## src/rtl/rv32i_pkg.sv

```systemverilog
// RV32I decode definitions shared by fetch, decode and execute: opcodes, op indices, immediate formats.
// The op index is the single encoding execute dispatches on; OP_ILLEGAL must stay at 0.
package rv32i_pkg;

    localparam int OP_IDX_W = 6;

    localparam logic [6:0] OPC_OP     = 7'b0110011;
    localparam logic [6:0] OPC_OP_IMM = 7'b0010011;
    localparam logic [6:0] OPC_LOAD   = 7'b0000011;
    localparam logic [6:0] OPC_STORE  = 7'b0100011;
    localparam logic [6:0] OPC_BRANCH = 7'b1100011;
    localparam logic [6:0] OPC_JAL    = 7'b1101111;
    localparam logic [6:0] OPC_JALR   = 7'b1100111;
    localparam logic [6:0] OPC_LUI    = 7'b0110111;
    localparam logic [6:0] OPC_AUIPC  = 7'b0010111;

    typedef enum logic [OP_IDX_W-1:0] {
        OP_ILLEGAL = 6'd0,
        OP_ADD, OP_SUB, OP_SLL, OP_SLT, OP_SLTU, OP_XOR, OP_SRL, OP_SRA, OP_OR, OP_AND,
        OP_ADDI, OP_SLTI, OP_SLTIU, OP_XORI, OP_ORI, OP_ANDI, OP_SLLI, OP_SRLI, OP_SRAI,
        OP_LB, OP_LH, OP_LW, OP_LBU, OP_LHU,
        OP_SB, OP_SH, OP_SW,
        OP_BEQ, OP_BNE, OP_BLT, OP_BGE, OP_BLTU, OP_BGEU,
        OP_JAL, OP_JALR, OP_LUI, OP_AUIPC
    } op_e;

    typedef enum logic [2:0] {IMM_NONE, IMM_I, IMM_S, IMM_B, IMM_U, IMM_J} imm_e;

    typedef struct packed {
        op_e        op;
        logic [4:0] rs1;
        logic [4:0] rs2;
        logic [4:0] rd;
        logic       rs1_valid;
        logic       rs2_valid;
        logic       rd_we;
        logic       illegal;
    } dec_t;

    function automatic logic [31:0] imm32(input imm_e t, input logic [31:0] ins);
        case (t)
            IMM_I:   imm32 = {{20{ins[31]}}, ins[31:20]};
            IMM_S:   imm32 = {{20{ins[31]}}, ins[31:25], ins[11:7]};
            IMM_B:   imm32 = {{19{ins[31]}}, ins[31], ins[7], ins[30:25], ins[11:8], 1'b0};
            IMM_U:   imm32 = {ins[31:12], 12'b0};
            IMM_J:   imm32 = {{11{ins[31]}}, ins[31], ins[19:12], ins[20], ins[30:21], 1'b0};
            default: imm32 = 32'd0;
        endcase
    endfunction

endpackage

```

## src/rtl/rv32i_decode_comb.sv

```systemverilog
// Pure combinational RV32I decoder: instruction word -> op index, register specifiers, immediate.
// Illegal encodings return an all-zero entry with only the illegal flag set.
module rv32i_decode_comb #(
    parameter int XLEN = 32
) (
    input  logic [31:0]              i_instr,
    output rv32i_pkg::dec_t          o_dec,
    output logic [XLEN-1:0]          o_imm
);
    import rv32i_pkg::*;

    logic [6:0] w_opc;
    logic [2:0] w_f3;
    logic [6:0] w_f7;
    op_e        w_op;
    imm_e       w_imm_t;
    logic       w_use1;
    logic       w_use2;
    logic       w_used;
    logic       w_ill;

    assign w_opc = i_instr[6:0];
    assign w_f3  = i_instr[14:12];
    assign w_f7  = i_instr[31:25];
    assign w_ill = (w_op == OP_ILLEGAL);

    always_comb begin
        w_op    = OP_ILLEGAL;
        w_imm_t = IMM_NONE;
        w_use1  = 1'b0;
        w_use2  = 1'b0;
        w_used  = 1'b0;
        case (w_opc)
            OPC_OP: begin
                w_use1 = 1'b1; w_use2 = 1'b1; w_used = 1'b1;
                if (w_f7 == 7'h00) begin
                    case (w_f3)
                        3'd0: w_op = OP_ADD;  3'd1: w_op = OP_SLL;
                        3'd2: w_op = OP_SLT;  3'd3: w_op = OP_SLTU;
                        3'd4: w_op = OP_XOR;  3'd5: w_op = OP_SRL;
                        3'd6: w_op = OP_OR;   default: w_op = OP_AND;
                    endcase
                end else if (w_f7 == 7'h20) begin
                    if (w_f3 == 3'd0)      w_op = OP_SUB;
                    else if (w_f3 == 3'd5) w_op = OP_SRA;
                end
            end
            OPC_OP_IMM: begin
                w_use1 = 1'b1; w_used = 1'b1; w_imm_t = IMM_I;
                case (w_f3)
                    3'd0: w_op = OP_ADDI;  3'd2: w_op = OP_SLTI;
                    3'd3: w_op = OP_SLTIU; 3'd4: w_op = OP_XORI;
                    3'd6: w_op = OP_ORI;   3'd7: w_op = OP_ANDI;
                    3'd1: w_op = (w_f7 == 7'h00) ? OP_SLLI : OP_ILLEGAL;
                    default: w_op = (w_f7 == 7'h00) ? OP_SRLI :
                                    (w_f7 == 7'h20) ? OP_SRAI : OP_ILLEGAL;
                endcase
            end
            OPC_LOAD: begin
                w_use1 = 1'b1; w_used = 1'b1; w_imm_t = IMM_I;
                case (w_f3)
                    3'd0: w_op = OP_LB;  3'd1: w_op = OP_LH;  3'd2: w_op = OP_LW;
                    3'd4: w_op = OP_LBU; 3'd5: w_op = OP_LHU; default: w_op = OP_ILLEGAL;
                endcase
            end
            OPC_STORE: begin
                w_use1 = 1'b1; w_use2 = 1'b1; w_imm_t = IMM_S;
                case (w_f3)
                    3'd0: w_op = OP_SB; 3'd1: w_op = OP_SH; 3'd2: w_op = OP_SW;
                    default: w_op = OP_ILLEGAL;
                endcase
            end
            OPC_BRANCH: begin
                w_use1 = 1'b1; w_use2 = 1'b1; w_imm_t = IMM_B;
                case (w_f3)
                    3'd0: w_op = OP_BEQ;  3'd1: w_op = OP_BNE;
                    3'd4: w_op = OP_BLT;  3'd5: w_op = OP_BGE;
                    3'd6: w_op = OP_BLTU; 3'd7: w_op = OP_BGEU;
                    default: w_op = OP_ILLEGAL;
                endcase
            end
            OPC_JAL:   begin w_used = 1'b1; w_imm_t = IMM_J; w_op = OP_JAL; end
            OPC_JALR: begin
                w_use1 = 1'b1; w_used = 1'b1; w_imm_t = IMM_I;
                w_op = (w_f3 == 3'd0) ? OP_JALR : OP_ILLEGAL;
            end
            OPC_LUI:   begin w_used = 1'b1; w_imm_t = IMM_U; w_op = OP_LUI; end
            OPC_AUIPC: begin w_used = 1'b1; w_imm_t = IMM_U; w_op = OP_AUIPC; end
            default: ;
        endcase
    end

    // Unused specifiers read as 0 so hazard logic never matches a phantom register.
    always_comb begin
        o_dec         = '0;
        o_dec.op      = w_op;
        o_dec.illegal = w_ill;
        if (!w_ill) begin
            o_dec.rs1       = w_use1 ? i_instr[19:15] : 5'd0;
            o_dec.rs2       = w_use2 ? i_instr[24:20] : 5'd0;
            o_dec.rd        = w_used ? i_instr[11:7]  : 5'd0;
            o_dec.rs1_valid = w_use1;
            o_dec.rs2_valid = w_use2;
            o_dec.rd_we     = w_used && (i_instr[11:7] != 5'd0);
        end
    end

    assign o_imm = w_ill ? '0 : XLEN'($signed(imm32(w_imm_t, i_instr)));

endmodule

```

## src/rtl/rv32i_decode_stage.sv

```systemverilog
// Registered RV32I decode stage: decodes on accept and buffers entries in a DEPTH-deep FIFO.
// One-cycle latency; in_ready depends only on occupancy, flush empties the FIFO and drops same-cycle traffic.
module rv32i_decode_stage #(
    parameter int XLEN  = 32,
    parameter int DEPTH = 2,
    parameter int OP_W  = 6
) (
    input  logic                     clk,
    input  logic                     rst_n,
    input  logic                     flush,
    input  logic                     in_valid,
    output logic                     in_ready,
    input  logic [31:0]              in_instr,
    input  logic [XLEN-1:0]          in_pc,
    output logic                     out_valid,
    input  logic                     out_ready,
    output logic [XLEN-1:0]          out_pc,
    output logic [OP_W-1:0]          out_op,
    output logic [4:0]               out_rs1,
    output logic [4:0]               out_rs2,
    output logic [4:0]               out_rd,
    output logic                     out_rs1_valid,
    output logic                     out_rs2_valid,
    output logic                     out_rd_we,
    output logic [XLEN-1:0]          out_imm,
    output logic                     out_illegal,
    output logic [$clog2(DEPTH):0]   count
);
    import rv32i_pkg::*;

    localparam int PTR_W = $clog2(DEPTH);
    localparam int CNT_W = PTR_W + 1;

    dec_t             w_dec;
    dec_t             w_head;
    logic [XLEN-1:0]  w_imm;
    logic             w_push;
    logic             w_pop;

    dec_t             r_dec [DEPTH];
    logic [XLEN-1:0]  r_imm [DEPTH];
    logic [XLEN-1:0]  r_pc  [DEPTH];
    logic [PTR_W-1:0] r_wr_ptr;
    logic [PTR_W-1:0] r_rd_ptr;
    logic [CNT_W-1:0] r_count;

    rv32i_decode_comb #(.XLEN(XLEN)) u_dec (
        .i_instr (in_instr),
        .o_dec   (w_dec),
        .o_imm   (w_imm)
    );

    assign in_ready  = (r_count < CNT_W'(DEPTH));
    assign out_valid = (r_count != '0);
    assign w_push    = in_valid && in_ready;
    assign w_pop     = out_valid && out_ready;
    assign count     = r_count;

    // Storage is cleared on reset so the head reads as all-zero until the first push.
    always_ff @(posedge clk or negedge rst_n) begin
        if (!rst_n) begin
            for (int i = 0; i < DEPTH; i++) begin
                r_dec[i] <= '0;
                r_imm[i] <= '0;
                r_pc[i]  <= '0;
            end
            r_wr_ptr <= '0;
            r_rd_ptr <= '0;
            r_count  <= '0;
        end else if (flush) begin
            r_wr_ptr <= '0;
            r_rd_ptr <= '0;
            r_count  <= '0;
        end else begin
            if (w_push) begin
                r_dec[r_wr_ptr] <= w_dec;
                r_imm[r_wr_ptr] <= w_imm;
                r_pc[r_wr_ptr]  <= in_pc;
                r_wr_ptr        <= r_wr_ptr + PTR_W'(1);
            end
            if (w_pop) r_rd_ptr <= r_rd_ptr + PTR_W'(1);
            if (w_push && !w_pop)      r_count <= r_count + CNT_W'(1);
            else if (!w_push && w_pop) r_count <= r_count - CNT_W'(1);
        end
    end

    assign w_head        = r_dec[r_rd_ptr];
    assign out_pc        = r_pc[r_rd_ptr];
    assign out_imm       = r_imm[r_rd_ptr];
    assign out_op        = OP_W'(w_head.op);
    assign out_rs1       = w_head.rs1;
    assign out_rs2       = w_head.rs2;
    assign out_rd        = w_head.rd;
    assign out_rs1_valid = w_head.rs1_valid;
    assign out_rs2_valid = w_head.rs2_valid;
    assign out_rd_we     = w_head.rd_we;
    assign out_illegal   = w_head.illegal;

endmodule

```

## config.mk

```make
export PLATFORM = sky130hd
export DESIGN_NAME = rv32i_decode_stage
export DESIGN_NICKNAME = d
export VERILOG_FILES = /design/src/rtl/rv32i_pkg.sv /design/src/rtl/rv32i_decode_comb.sv /design/src/rtl/rv32i_decode_stage.sv
export SDC_FILE = /design/constraint.sdc
export NUM_CORES = 1
export LEC_CHECK = 0
export ABC_AREA = 1
export CAP_MARGIN = 20
export CORE_UTILIZATION = 41
export DETAILED_ROUTE_END_ITERATION = 16
export GPL_ROUTABILITY_DRIVEN = 0
export GPL_TIMING_DRIVEN = 1
export HOLD_SLACK_MARGIN = 0.06
export PLACE_DENSITY = 0.66
export SYNTH_ARGS = -nofsm -noshare
export SYNTH_HDL_FRONTEND = slang
export SYNTH_HIERARCHICAL = 1
export SYNTH_SLANG_ARGS = --single-unit
```

## constraint.sdc

```tcl
create_clock -name clk -period 3.1 [get_ports clk]
set_clock_uncertainty 0.2 [all_clocks]
set_input_delay 0.62 -clock clk [delete_from_list [all_inputs] [get_ports clk]]
set_output_delay 0.62 -clock clk [all_outputs]
set_load 0.02 [all_outputs]
```

## Yosys cells after proc, flatten, opt, wreduce, memory -nomap -nowiden

Index checks and enable logic that the tools add are counted.

| word-level totals | value |
|---|---|
| register bits after elaboration | 182 |
| input port bits | 69 |
| output and inout bits | 93 |
| word-level logic and storage cells | 125 |

| cells by class | value |
|---|---|
| add/sub/neg operators | 4 |
| order comparisons | 4 |
| equality and inequality tests | 22 |
| muxes and demuxes | 47 |
| bitwise logic cells | 3 |
| reduce and logical (&&, ||, !) cells | 22 |

Operator list:

| cell | number |
|---|---|
| 32-bit two-way mux | 8 |
| 32-bit one-hot mux with 5 select lines | 1 |
| 64-bit bitwise mux | 2 |
| 25-bit two-way mux | 4 |
| 6-bit one-hot mux with 9 select lines | 1 |
| 50-bit bitwise mux | 1 |
| 6-bit one-hot mux with 7 select lines | 1 |
| 6-bit one-hot mux with 6 select lines | 1 |
| 32-bit demux with 1-bit select | 1 |
| 6-bit two-way mux | 5 |
| 7-bit by 6-bit equality test with 1-bit output, second input constant | 4 |
| 4-bit one-hot mux with 7 select lines | 1 |
| 25-bit demux with 1-bit select | 1 |
| 5-bit two-way mux | 5 |
| 5-bit one-hot mux with 5 select lines | 1 |
| 7-bit equality test, second input constant | 3 |
| 3-bit equality test, second input constant | 6 |
| 18-bit two-way mux | 1 |
| 3-bit one-hot mux with 5 select lines | 1 |
| 5-bit one-hot mux with 3 select lines | 1 |
| 7-bit by 5-bit equality test with 1-bit output, second input constant | 2 |
| 3-bit by 2-bit equality test with 1-bit output, second input constant | 4 |
| 7-bit by 2-bit equality test with 1-bit output, second input constant | 1 |
| 7-bit logical NOT | 1 |
| other kinds (24) | 45 |

## Depth between registers and ports, before layout

| depth | value |
|---|---|
| depth in word-level cells | 9 |
| depth in mapped cells | 17 |
| depth with buffers taken out | 15 |

## By module

Netlist, hierarchy kept.

By module, submodules not included:

| module | times used | cells an instance | area each (um2) | sequential area each (um2) |
|---|---|---|---|---|
| rv32i_decode_stage | 1 | 986 | 7953.9 | 4554.4 |
| rv32i_decode_comb | 1 | 296 | 1436.4 | 0.0 |

## Worst setup path after synthesis

Ideal clock, no wire load.

| timing | value |
|---|---|
| path type | input to register |
| from | in in_instr[14] |
| to | reg r_dec[0] (netlist name) |
| setup time | 0.083 ns |
| arrival time | 2.232 ns |
| required time | 2.817 ns |
| slack | 0.585 ns |
| stages on the path | 16 |
| buffers on the path | 3 |
| cell sequence | buf_4 > inv_4 > ha_1 > a21oi_2 > nand2_2 > nand2_1 > nand2_1 > nand2_1 > nand2_2 > nor2_1 > nand2_1 > nor2_4 > buf_6 > buf_4 > inv_1 > o21ai_0 |

RTL lines:

| element | RTL line | source |
|---|---|---|
| start, declared | rv32i_decode_stage.sv:13 | `input logic [31:0] in_instr,` |
| end signal, assigned by index | rv32i_decode_stage.sv:76 | `r_dec[r_wr_ptr] <= w_dec;` |
| end, declared | rv32i_decode_stage.sv:40 | `dec_t r_dec [DEPTH];` |

## Final worst setup path

| timing | value |
|---|---|
| from | reg r_rd_ptr |
| to | out out_op[5] |

| between the ends | value |
|---|---|
| word-level cells in the longest chain between the ends | 4 |

Ends and longest elaborated chain:

| element | RTL line | source |
|---|---|---|
| start, declared | rv32i_decode_stage.sv:44 | `logic [PTR_W-1:0] r_rd_ptr;` |
| start signal, assigned | rv32i_decode_stage.sv:81 | `if (w_pop) r_rd_ptr <= r_rd_ptr + PTR_W'(1);` |
| 1-bit inverter with 2-bit output (not written as such) | rv32i_decode_stage.sv:87 | `assign w_head = r_dec[r_rd_ptr];` |
| 25-bit two-way mux (not written as such) (3 in a row) | rv32i_decode_stage.sv:87 |  |
| end, declared | rv32i_decode_stage.sv:18 | `output logic [OP_W-1:0] out_op,` |

Every way passes these cells. The select of a mux whose other input is x is not followed.

==> metrics.csv <==
metric,value,unit
status,finished clean,
Tot Pwr,7.07,mW
Ys Warns,6,
Final Core Density,0.534,
Int Power,4.90,mW
CP max FO,12,
Switching Share,0.307,
gr usage total,0.212,
# Post-CTS Setup Buffers,0,
Avg WL per Cell,13.7,um
Die H,153,um
worst setup path class,reg2out,
Peak VDD IR,0.000330,V
DRT iter0 DRCs,631,
total core area,22600,sq um
Clock Path Buffers,2,
Netlist cell types,28,
placed cells,1705,
combinational power share,0.254,
Num CTS Buffers,17,
Final period util,0.967,
routed via count,8382,
FF-to-FF path depth,4,
CP arrival,2.18,ns
PortBufs,161,
clk_lat worst skew,0.42,ns
max-cap violations,0,
number of diodes,0,
htree depth,4,
ratio of cells with drive above 1 in the final layout,0.0764,
RSZ-0062 raised after global routing,no,
worst hold slack,0.285,ns
Clk pwr share,0.331,
clock sinks,182,
syn_nets,1356,
Fin. Hold Viols,0,
clk root buf,clkbuf_16,
vias in the first global route,7971,
IO Count,162,
Setup crit start kind,flop,
fill count,2154,
setup tns final,0,ns
ANT nets after route,0,
Leak,5.80,nW
largest net degree at the start of global routing,124,
Synth Register Bits,182,
Crit. Startpoint,r_rd_ptr,
initial core utilization,0.416,
Slew @ Worst Pin,0.712,ns
minimum clock period after layout,3.00,ns
Layout Nets,1514,
P per Cell Area,587,nW/um^2
FF-to-FF Start,count[1],
Max Transition Viols Final,0,
initial antenna violation count,0,
CP endpoint,out_op[5],
worst r2r dst,r_dec[14],
total congestion overflow,0,
Clock transition at path regs,0.07,ns
Mapped Area,9390,sq um
Total Wirelength,23900,um
first-pass GRT wire length,40200,um
HP Class,reg2reg,
Seq pwr share,0.415,
Area Growth Syn to Fin,28.3,%
DRC,0,
Synth Instances,1282,
slew margin rel.,0.525,
Initial DRT Pass Iterations,7,
Psw,2.17,mW
Worst EP required,2.28,ns
Die X,153,um
fin cells,1737,
clock tree from TritonCTS,yes,
r2r setup slk,1.37,ns
Worst setup EP type,output port,
vias per cell,4.83,
Syn Area/Cell,7.32,sq um
post-synthesis sequential area ratio,0.485,
Die ar.,23500,sq um
final setup violation count,0,
maximum clock frequency,334,MHz
HPWL Detailed,16400,um
num rows,55,
cell families after synthesis:
| kind of cell | count (synthesis) | synth area share |
|---|---|---|
| compound gates | 215 | 0.120 |
| fa+ha+maj | 5 | 0.00666 |
| buf+inv | 201 | 0.101 |
| flops | 182 | 0.485 |
| simple gates | 679 | 0.288 |
critical path, cell delays in order (launching register included):
cell and delay, ns:
dfrtp_4 0.51, inv_4 0.17, buf_4 0.24, nand2_1 0.08, nand2_1 0.13, clkdlybuf4s50_1 0.62
what timing repair did:
| action | in CTS | in global routing |
|---|---|---|
| pin swaps | 0 | 0 |
| endpoints found under the setup margin | 29 | 3 |
| gates resized for setup | 2 | 3 |
| hold endpoints to repair | 33 | 0 |
| hold buffers | 1 | 0 |
per-layer routing:
layer	wire, um	vias up	GRT usage
met5	0	-	0
met4	253	0	0.0524
met3	1130	19	0.0335
met2	10800	236	0.335
met1	11700	3841	0.305
li1	-	4286	-
cells in the final DEF, fill, tap and decap left out, drive strengths merged, types with 3 or more instances in the layout:
| cell | synthesis | routed |
|---|---|---|
| nor3 | 4 | 4 |
| nand3 | 31 | 31 |
| ha | 5 | 5 |
| clkbuf | 27 | 19 |
| nand2 | 544 | 544 |
| bufinv | 0 | 4 |
| buf | 41 | 46 |
| a21oi | 15 | 15 |
| a211oi | 10 | 10 |
| nor2 | 96 | 96 |
| dfrtp | 182 | 182 |
| inv | 133 | 138 |
| a22oi | 5 | 5 |
| o21ai | 184 | 184 |
| clkdlybuf4s50 | 0 | 158 |
| nand4 | 3 | 3 |
power groups by stage:
stage	Combinational, mW	Sequential (mW)	Clock [mW]
6_report	1.79	2.93	2.34
5_1_grt	2.00	2.98	2.51
4_1_cts	1.81	2.93	2.39
3_5_place_dp	1.80	2.97	0
3_3_place_gp	1.78	2.96	0
2_1_floorplan	1.06	2.93	0
how the worst min path moves through the flow:
stage                         start        end  slack, ns  depth (start not counted)
after floorplan               rst_n   count[0]       0.12                          0
after global placement     r_pc[29]   r_pc[29]       0.27                          2
after detailed placement  r_imm[45]  r_imm[45]       0.27                          2
after CTS                 r_dec[20]  r_dec[20]       0.29                          2
after global routing      r_dec[20]  r_dec[20]       0.30                          2
final                     r_imm[26]  r_imm[26]       0.29                          2
flip-flops by register name, summed over array words and instances, names as in the netlist:
signal,flops
r_dec,50
r_imm,64
r_pc,64
r_rd_ptr,1
count,2
r_wr_ptr,1
synth_stat cells:
library cell  count  area share
nand2_1         533        0.21
o21ai_1         103       0.055
a21oi_2           1     0.00093
nor3_1            4      0.0021
buf_4             5      0.0040
inv_4             2      0.0013
nand4_1           3      0.0020
or4_1             1     0.00080
nand3_1          28       0.015
nand3_2           2      0.0021
inv_1           129       0.052
nor2_1           83       0.033
buf_1             1     0.00040
inv_2             2     0.00080
buf_2            15      0.0080
clkbuf_1         27       0.011
nand3_4           1      0.0019
a22oi_1           5      0.0040
nor2_4            3      0.0036
a21oi_1          14      0.0075
nor2_2           10      0.0067
nand2_2          11      0.0073
a211oi_1         10      0.0080
o21ai_0          81       0.043
ha_1              5      0.0067
buf_6            20       0.024
dfrtp_1         182        0.49
o211ai_2          1      0.0013
metrics by stage:
step / setup WS [ns] / area, sq um
6_report: 0.103 / 12000
5_1_grt: 0.00497 / 12000
4_1_cts: 0.0701 / 12000
3_5_place_dp: -0.0554 / 11400
3_3_place_gp: -0.0333 / 11400
2_1_floorplan: 0.585 / 9390
area by class of cell:
type                            count  area [sq um]  share of cell area
Tap cell                          285           357              0.0296
Multi-Input combinational cell    899          3890               0.323
Timing Repair Buffer              207          2090               0.173
Clock inverter                     12           189              0.0157
Inverter                          133           507              0.0421
Sequential cell                   182          4560               0.378
Clock buffer                       19           453              0.0376
(Power assumes the default switching activity.)
